$ cat src/rtl/gamepad_key_ctrl.sv
// Gamepad key controller: synchronise and debounce six keys, queue press/release events on a valid/ready FIFO, drive status LEDs.
// Optional auto-repeat of held keys is built when GAMEPAD_REPEAT_EN is defined.
module gamepad_key_ctrl #(
   parameter int SYNC_STAGES     = 2,
   parameter int DEBOUNCE_CYCLES = 16,
   parameter int FIFO_DEPTH      = 8,
   parameter int REPEAT_DELAY    = 256,
   parameter int REPEAT_PERIOD   = 64
) (
   input  logic       clk_i,
   input  logic       rst_i,
   input  logic       key_up_i,
   input  logic       key_down_i,
   input  logic       key_right_i,
   input  logic       key_left_i,
   input  logic       key_a_i,
   input  logic       key_b_i,
   output logic       evt_valid_o,
   input  logic       evt_ready_i,
   output logic [2:0] evt_key_o,
   output logic       evt_press_o,
   output logic       evt_repeat_o,
   output logic [5:0] key_state_o,
   output logic       overflow_o,
   input  logic       clr_overflow_i,
   output logic       led1_o,
   output logic       led2_o
);
   localparam int NKEYS = 6;
   localparam int CNT_W = $clog2(DEBOUNCE_CYCLES + 1);
   localparam int PTR_W = $clog2(FIFO_DEPTH);
   localparam logic [PTR_W:0] PTR_ONE = 1;

   typedef struct packed {
      logic       rpt;
      logic       press;
      logic [2:0] key;
   } evt_t;

   if (SYNC_STAGES < 2 || DEBOUNCE_CYCLES < 6 || FIFO_DEPTH < 2 ||
       (FIFO_DEPTH & (FIFO_DEPTH - 1)) != 0 || REPEAT_DELAY < 1 || REPEAT_PERIOD < 1) begin : g_bad_cfg
      $error("gamepad_key_ctrl: illegal parameter set");
   end

   logic [NKEYS-1:0]                  raw, synced;
   logic [SYNC_STAGES-1:0][NKEYS-1:0] sync_q;
   logic [NKEYS-1:0][CNT_W-1:0]       db_cnt_q;
   logic [NKEYS-1:0]                  stable_q, flip, rpt_fire;
   logic [NKEYS-1:0]                  pend_q, pend_press_q, pend_rpt_q;
   logic [NKEYS-1:0]                  new_evt, new_press, new_rpt, pushed, collide;
   logic [2:0]                        push_idx;
   logic                              push, pop, full, empty;
   evt_t                              push_evt, head;
   evt_t                              fifo_mem [FIFO_DEPTH];
   logic [PTR_W:0]                    wr_ptr_q, rd_ptr_q;

   assign raw    = {key_b_i, key_a_i, key_left_i, key_right_i, key_down_i, key_up_i};
   assign synced = sync_q[SYNC_STAGES-1];

   // NOTE: sequential state uses non-blocking assignments so every flop samples pre-edge values.
   always_ff @(posedge clk_i or posedge rst_i) begin
      if (rst_i) sync_q <= '0;
      else       sync_q <= {sync_q[SYNC_STAGES-2:0], raw};
   end

   always_comb begin
      flip = '0;
      for (int k = 0; k < NKEYS; k++)
         flip[k] = (synced[k] != stable_q[k]) && (db_cnt_q[k] == CNT_W'(DEBOUNCE_CYCLES - 1));
   end

   always_ff @(posedge clk_i or posedge rst_i) begin
      if (rst_i) begin
         db_cnt_q <= '0;
         stable_q <= '0;
      end else begin
         for (int k = 0; k < NKEYS; k++) begin
            if (synced[k] == stable_q[k] || flip[k]) db_cnt_q[k] <= '0;
            else                                     db_cnt_q[k] <= db_cnt_q[k] + CNT_W'(1);
            if (flip[k]) stable_q[k] <= synced[k];
         end
      end
   end

`ifdef GAMEPAD_REPEAT_EN
   localparam int HOLD_MAX = (REPEAT_DELAY > REPEAT_PERIOD) ? REPEAT_DELAY : REPEAT_PERIOD;
   localparam int HOLD_W   = $clog2(HOLD_MAX + 1);
   logic [NKEYS-1:0][HOLD_W-1:0] hold_cnt_q;
   logic [NKEYS-1:0]             hold_periodic_q;

   // The first repeat waits REPEAT_DELAY, later ones REPEAT_PERIOD; a release never repeats.
   always_comb begin
      rpt_fire = '0;
      for (int k = 0; k < NKEYS; k++)
         rpt_fire[k] = stable_q[k] && !flip[k] &&
                       (hold_cnt_q[k] == (hold_periodic_q[k] ? HOLD_W'(REPEAT_PERIOD - 1)
                                                             : HOLD_W'(REPEAT_DELAY - 1)));
   end

   always_ff @(posedge clk_i or posedge rst_i) begin
      if (rst_i) begin
         hold_cnt_q      <= '0;
         hold_periodic_q <= '0;
      end else begin
         for (int k = 0; k < NKEYS; k++) begin
            if (flip[k] || !stable_q[k]) begin
               hold_cnt_q[k]      <= '0;
               hold_periodic_q[k] <= 1'b0;
            end else if (rpt_fire[k]) begin
               hold_cnt_q[k]      <= '0;
               hold_periodic_q[k] <= 1'b1;
            end else begin
               hold_cnt_q[k] <= hold_cnt_q[k] + HOLD_W'(1);
            end
         end
      end
   end
`else
   assign rpt_fire = '0;
`endif

   always_comb begin
      // NOTE: every always_comb output gets a default first so no path can infer a latch.
      push_idx  = '0;
      pushed    = '0;
      new_evt   = '0;
      new_press = '0;
      new_rpt   = '0;
      collide   = '0;
      for (int k = NKEYS - 1; k >= 0; k--)
         if (pend_q[k]) push_idx = 3'(k);
      push           = (|pend_q) && (!full || pop);
      push_evt.rpt   = pend_rpt_q[push_idx];
      push_evt.press = pend_press_q[push_idx];
      push_evt.key   = push_idx;
      for (int k = 0; k < NKEYS; k++) begin
         pushed[k]    = push && (push_idx == 3'(k));
         new_evt[k]   = flip[k] || rpt_fire[k];
         new_press[k] = flip[k] ? synced[k] : 1'b1;
         new_rpt[k]   = !flip[k] && rpt_fire[k];
         collide[k]   = new_evt[k] && pend_q[k] && !pushed[k];
      end
   end

   // A colliding event is dropped; the older pending event survives.
   always_ff @(posedge clk_i or posedge rst_i) begin
      if (rst_i) begin
         pend_q       <= '0;
         pend_press_q <= '0;
         pend_rpt_q   <= '0;
      end else begin
         for (int k = 0; k < NKEYS; k++) begin
            if (new_evt[k] && !collide[k]) begin
               pend_q[k]       <= 1'b1;
               pend_press_q[k] <= new_press[k];
               pend_rpt_q[k]   <= new_rpt[k];
            end else if (pushed[k]) begin
               pend_q[k] <= 1'b0;
            end
         end
      end
   end

   assign empty = (wr_ptr_q == rd_ptr_q);
   assign full  = (wr_ptr_q[PTR_W] != rd_ptr_q[PTR_W]) &&
                  (wr_ptr_q[PTR_W-1:0] == rd_ptr_q[PTR_W-1:0]);
   assign pop   = !empty && evt_ready_i;

   // NOTE: event storage is deliberately not reset; the empty gate on the head keeps outputs clean.
   always_ff @(posedge clk_i) begin
      if (push) fifo_mem[wr_ptr_q[PTR_W-1:0]] <= push_evt;
   end

   always_ff @(posedge clk_i or posedge rst_i) begin
      if (rst_i) begin
         wr_ptr_q   <= '0;
         rd_ptr_q   <= '0;
         overflow_o <= 1'b0;
         led1_o     <= 1'b0;
         led2_o     <= 1'b0;
      end else begin
         if (push) wr_ptr_q <= wr_ptr_q + PTR_ONE;
         if (pop)  rd_ptr_q <= rd_ptr_q + PTR_ONE;
         if (|collide)           overflow_o <= 1'b1;
         else if (clr_overflow_i) overflow_o <= 1'b0;
         led1_o <= |stable_q;
         led2_o <= overflow_o;
      end
   end

   assign head         = empty ? '0 : fifo_mem[rd_ptr_q[PTR_W-1:0]];
   assign evt_valid_o  = !empty;
   assign evt_key_o    = head.key;
   assign evt_press_o  = head.press;
   assign evt_repeat_o = head.rpt;
   assign key_state_o  = stable_q;

endmodule

$ cat config.mk
export PLATFORM = sky130hd
export DESIGN_NAME = gamepad_key_ctrl
export DESIGN_NICKNAME = d
export VERILOG_FILES = /design/src/rtl/gamepad_key_ctrl.sv
export SDC_FILE = /design/constraint.sdc
export NUM_CORES = 1
export LEC_CHECK = 0
export BUFFER_PORTS_ARGS = -buffer_cell sky130_fd_sc_hd__buf_4
export CAP_MARGIN = 20
export CORE_MARGIN = 10
export CORE_UTILIZATION = 60
export CTS_CLUSTER_SIZE = 40
export DETAILED_ROUTE_END_ITERATION = 10
export PLACE_DENSITY_LB_ADDON = 0.05
export SYNTH_ARGS = -nofsm -noshare
export SYNTH_HDL_FRONTEND = slang
export SYNTH_SLANG_ARGS = --single-unit
export TNS_END_PERCENT = 10
$ cat constraint.sdc
create_clock -name clk_i -period 2.7 [get_ports clk_i]
set_input_delay 0.405 -clock clk_i [delete_from_list [all_inputs] [get_ports clk_i]]
set_output_delay 0.405 -clock clk_i [all_outputs]
set_load 0.02 [all_outputs]
==> summary.txt, run 1 <==
Diodes inserted -> 0
Critical-path maximum fanout -> 11
Die height -> 106 um
Worst-skew pair later-pin latency -> 0.37 ns
Skew final -> 0.0127 ns
Initial antenna violation count -> 0
Post-synth ARST share -> 0.689
Setup TNS -> 0 ns
Critical path type -> reg -> out
RR Startpoint -> rd_ptr_q[2]
Netlist cell types -> 50
Total CTS buffers -> 9
Most frequent cells in the layout -> 71 x dfrtp_1, 51 x nor2_1, 32 x edfxtp_1, 30 x buf_4, 26 x nand2_1
Post-synthesis cell area -> 4430 um2
Max stage delay on crit path -> 0.56 ns
Largest net degree at the start of global routing -> 41
Overflow left after global routing -> 0
RSZ-0062 raised after global routing -> no
Post-synth EDFFs -> 32
Ranking of synthesized cells by area -> dfrtp_1 40%, edfxtp_1 22%, nor2_1 4.3%
Post-Syn Nets -> 376
Flops & latches, synth -> 103
Post-CTS Hold Buffers -> 0
Chip width -> 106 um
Share of the synthesized area in the top cell type -> 0.401
Pwr per Cell Area -> 691 nW/um2
Most common cell after layout, fill and taps aside -> dfrtp_1
Fin nets -> 408
Row count -> 31
Outcome -> completed
CTS tree -> yes
# DRC -> 0
Final setup viols -> 0
Critical path cell sequence -> buf_4, mux4_2, mux2i_1, nor2_1, buf_4
Vias in the first global route -> 2,792
Hold Fails Final Rpt -> 0
First-pass GRT wire length -> 13,500 um
Buffers & Inverters on Critical Path -> 2
Crit path DAT -> 1.96 ns
Initial Util -> 0.614
Clock-pin slew on the worst setup and hold paths -> 0.10 ns
Leak Pwr -> 0.00222 uW
Vias -> 2,609
Avg Cell Area, Syn -> 12.6 um2
Slowest cell on crit path -> mux4_2
Max Clk Rate -> 423 MHz
Ys flop type -> dfrtp_1
Hold crit path type -> in -> async
Routability cong. -> 0.801
R2R depth -> 5
Drt total wl -> 7790 um
Crit path capture -> evt_key_o[0]
Crit path depth -> 5
Post-CTS setup buffer count -> 0
Max-slew violations -> 0
Reg2reg end -> fifo_mem[6][1]
CTS Buffer Depth -> 2
Die area -> 11,200 um2
Minimum clock period -> 2.36 ns
Total track usage -> 0.151
Hold WS -> 0.124 ns
H-tree lvl count -> 3
Crit start category -> register
Max Cap Viol -> 0
Sequential area share after synthesis -> 0.618
Setup crit start -> rd_ptr_q[0]
Post-cts resize count -> 0
Slew headroom -> 0.550
I/O Buffers -> 23
Critical path endpoint category -> output pin
I/O Pins -> 25
Clk sinks -> 103
Root Driver -> clkbuf_8
Worst-margin pin slew -> 0.674 ns
Share of cells above drive strength 1 -> 0.188
Core area -> 7210 um2
Synth area leader -> dfrtp_1
Synth warnings -> 0
Routed wire length per instance -> 16.0 um
ANT nets after route -> 0
Most used cell, CP -> buf_4
Peak VDD IR -> 0.000409 V
CP top delay family -> multiplexers
Post-DR vias/cell -> 5.36
Reg2Reg Setup Slack -> 0.48 ns
DR iter-0 viols -> 88
HPWL after DPL -> 5720 um
Worst EP required -> 2.30 ns
Fin crit share -> 0.876
Post-Synthesis Cells -> 352
P&R area growth vs syn -> 11.5%
TritonRoute pass-1 iters -> 5
-- registers in the layout, indices dropped and copies added (netlist names), 6 cells and up --
signal,count
pend_q,6
sync_q,6
pend_press_q,6
fifo_mem,32
synced,6
db_cnt_q,30
key_state_o,6
-- metrics by stage --
stage | area [um2] | utilization | power (uW) | setup slack (ns) | instances
5_1_grt | 4940 | 0.685 | 3590 | 0.216 | 487
4_1_cts | 4940 | 0.685 | 3450 | 0.323 | 487
3_3_place_gp | 4730 | 0.656 | 2460 | 0.570 | 472
6_report | 4940 | 0.685 | 3420 | 0.335 | 487
2_1_floorplan | 4430 | - | 2270 | 0.498 | 352
3_5_place_dp | 4730 | 0.656 | 2480 | 0.532 | 472
-- metal layers --
layer  up-vias  routed length (um)  global-route usage
met5         -                   0                   0
met4         0                 123              0.0455
met3        13                 329              0.0495
met2        41                3940               0.256
met1      1276                3400               0.181
li1       1279                   -                   -
-- synth_stat cells, types with 2 or more instances --
cell and count:
nand2_1 26, a31oi_1 2, xnor2_1 14, nor3_1 2, dfrtp_1 71, buf_2 4
nor3b_1 2, mux2_1 4, inv_1 17, xor2_1 14, and3_1 6, nor4_1 3
a21oi_1 9, mux4_2 8, nor2_1 51, o21ai_0 6, ha_1 14, edfxtp_1 32
o221ai_1 2, nand3_1 14, mux2_2 6, mux2i_1 5, nor4b_1 2, nand2b_1 6
buf_4 4, a21bo_2 2, o21ai_1 3
-- cell families after synthesis --
| group | after synthesis | share of synthesized area |
|---|---|---|
| buffers and inverters | 28 | 0.0299 |
| AOI/OAI and AO/OA | 34 | 0.0508 |
| and+or+nand+nor | 121 | 0.128 |
| DFF | 103 | 0.618 |
| other | 1 | 0.000846 |
| muxes | 23 | 0.0774 |
| xor gates and xnor gates | 28 | 0.0554 |
| adders and majority gates | 14 | 0.0395 |
-- where the power goes --
part	internal, uW	switching [uW]
sequential	1660	67.4
combinational	338	377
clock	451	518
-- worst register-to-register path, delay by kind of cell, from the launching register on --
family	cells	cell delay, ns
AOI/OAI and AO/OA	1	0.21
xor gates and xnor gates	1	0.21
DFF	1	0.52
and+or+nand+nor	3	0.92
-- worst min-delay path by stage --
stage                    start        endpoint  slack [ns]  cells past startpoint
floorplan            sync_q[0]       synced[0]        0.33                      0
global placement     sync_q[3]       synced[3]        0.33                      0
detailed placement   sync_q[1]       synced[1]        0.34                      0
CTS                    key_a_i       sync_q[4]        0.11                      1
global route        key_down_i       sync_q[1]        0.11                      1
finish                   rst_i  key_state_o[4]        0.12                      2
-- final cells by class --
class	count	area, um2
Fill cell	565	2270
Timing Repair Buffer	31	245
Sequential cell	103	2740
Clock inverter	4	32.5
Tap cell	99	124
Clock buffer	11	174
Multi-Input combinational cell	221	1560
Inverter	18	67.6
Power figures use the tool's default switching activity.
==> run 2: changes to the inputs <==
--- a/config.mk
+++ b/config.mk
@@ -5,10 +5,12 @@
 export SDC_FILE = /design/constraint.sdc
 export NUM_CORES = 1
 export LEC_CHECK = 0
-export BUFFER_PORTS_ARGS = -buffer_cell sky130_fd_sc_hd__buf_4
+export BUFFER_PORTS_ARGS = -buffer_cell sky130_fd_sc_hd__buf_2
 export CAP_MARGIN = 20
+export CORE_ASPECT_RATIO = 0.6
 export CORE_MARGIN = 10
 export CORE_UTILIZATION = 60
+export CTS_BUF_LIST = sky130_fd_sc_hd__clkbuf_8 sky130_fd_sc_hd__clkbuf_16
 export CTS_CLUSTER_SIZE = 40
 export DETAILED_ROUTE_END_ITERATION = 10
 export PLACE_DENSITY_LB_ADDON = 0.05
==> run 2 against run 1 <==
Effect of this change: clock skew down 0.0084 ns; maximum frequency up 0.69%; design area up 1.5%; register-to-register slack worse by 0.03 ns; clock-buffer cell count down 1; combinational power up 1%; non-clock buffer count up 2; largest cell class unchanged; cell count down 1.0%; critical path type unchanged; die area up 1.0%; highest routed layer unchanged; largest power group unchanged; wire length up 3.7%; global-route usage up 0.49 points; flip-flop and latch count unchanged.
==> summary.txt, run 2 (synthesized netlist as in run 1, its figures left out) <==
Die height -> 86.6 um
Share of cells above drive strength 1 -> 0.189
# DRC -> 0
Post-cts resize count -> 0
Critical path type -> reg -> out
Total CTS buffers -> 9
Clock-pin slew on the worst setup and hold paths -> 0.07 ns
Core area -> 7210 um2
Worst-skew pair later-pin latency -> 0.34 ns
Diodes inserted -> 0
Skew final -> 0.00427 ns
RSZ-0062 raised after global routing -> no
Hold WS -> 0.150 ns
I/O Buffers -> 23
CTS tree -> yes
Max stage delay on crit path -> 0.58 ns
Critical path cell sequence -> buf_4, mux4_2, mux2i_1, nor2_1, buf_2
Largest net degree at the start of global routing -> 43
Chip width -> 131 um
Leak Pwr -> 0.00229 uW
Dpl ws -> 0.512 ns
Peak VDD IR -> 0.000457 V
Max FFs per register -> 32
Initial Util -> 0.615
Crit start category -> register
Worst EP required -> 2.30 ns
Setup TNS -> 0 ns
Max Cap Viol -> 0
Routed wire length per instance -> 16.8 um
Die area -> 11,300 um2
Most common cell after layout, fill and taps aside -> dfrtp_1
Crit path DAT -> 1.94 ns
Root Driver -> clkbuf_16
TritonRoute pass-1 iters -> 4
Final worst slack -> 0.351 ns
Fin nets -> 410
Overflow left after global routing -> 0
Final setup viols -> 0
Hold Fails Final Rpt -> 0
Outcome -> completed
CTS Buffer Depth -> 2
Vias -> 2,658
HPWL after DPL -> 5840 um
Fin crit share -> 0.870
Initial antenna violation count -> 0
Minimum clock period -> 2.35 ns
Design Power -> 3850 uW
Hold crit path type -> in -> async
First-pass GRT wire length -> 13,500 um
Total track usage -> 0.156
P&R area growth vs syn -> 13.2%
Pwr per Cell Area -> 767 nW/um2
I/O Pins -> 25
Slew headroom -> 0.482
Routability cong. -> 0.858
Post-CTS setup buffer count -> 0
Post-DR vias/cell -> 5.51
Vias in the first global route -> 2,606
Critical path endpoint category -> output pin
Worst-margin pin slew -> 0.769 ns
Row count -> 24
Slowest cell on crit path -> mux4_2
Drt total wl -> 8080 um
Most frequent cells in the layout -> 71 x dfrtp_1, 51 x nor2_1, 32 x edfxtp_1, 26 x nand2_1, 23 x buf_2
ANT nets after route -> 0
Post-CTS Hold Buffers -> 0
Max-slew violations -> 0
Clk sinks -> 103
Max Clk Rate -> 426 MHz
H-tree lvl count -> 3
Critical-path maximum fanout -> 11
DR iter-0 viols -> 210
==> run 2: changes by cell type in the layout (fill, tap and decap cells not counted) <==
cell,change
inv_1,+2
buf_2,+23
bufinv_16,+2
clkbuf_8,-9
buf_4,-21
clkbuf_16,+8
inv_6,-2
==> run 2: cell type report <==
class                           count  area (um2)
Sequential cell                   103        2740
Fill cell                         531        2190
Multi-Input combinational cell    221        1560
Clock buffer                       10         250
Timing Repair Buffer               33         203
Tap cell                           91         114
Clock inverter                      6        82.6
Inverter                           18        67.6
==> run 2: per-stage QoR <==
stage,area (um2),utilization,std cells
3_5_place_dp,4680,0.650,466
4_1_cts,5010,0.696,482
6_report,5010,0.696,482
3_3_place_gp,4680,0.650,466
5_1_grt,5010,0.696,482
2_1_floorplan,4430,-,352
==> run 2: metal layers <==
metal | GRT usage | up-vias | share of wire
met2 | 0.203 | 50 | 0.41
met4 | 0.0543 | 0 | 0.012
met1 | 0.238 | 1319 | 0.53
met3 | 0.0488 | 9 | 0.052
met5 | 0 | - | 0
li1 | - | 1280 | -
==> run 2: path summary, 6_finish.rpt <==
path	startpoint	slack, ns	cells past startpoint	end
worst max-delay path	rd_ptr_q[0]	0.35	5	evt_key_o[0]
worst min-delay path	rst_i	0.15	2	overflow_o
worst max register to register	wr_ptr_q[2]	0.45	5	fifo_mem[6][2]
worst min register to register	sync_q[4]	0.35	0	synced[4]
max in group asynchronous	rst_i	1.91	3	sync_q[0]
min in group clk_i	key_a_i	0.16	1	sync_q[4]
==> run 2: where the power goes <==
part           internal, uW  switching, uW
Sequential             1670           56.2
Clock                   863            542
Combinational           311            411
Total                  2840           1010
==> run 2: worst max-delay path: cells and delay by family, from the launching register on <==
kind / cells / cell delay, ns
simple gates: 1 / 0.05
buf+inv: 2 / 0.41
flops: 1 / 0.40
mux: 2 / 0.72
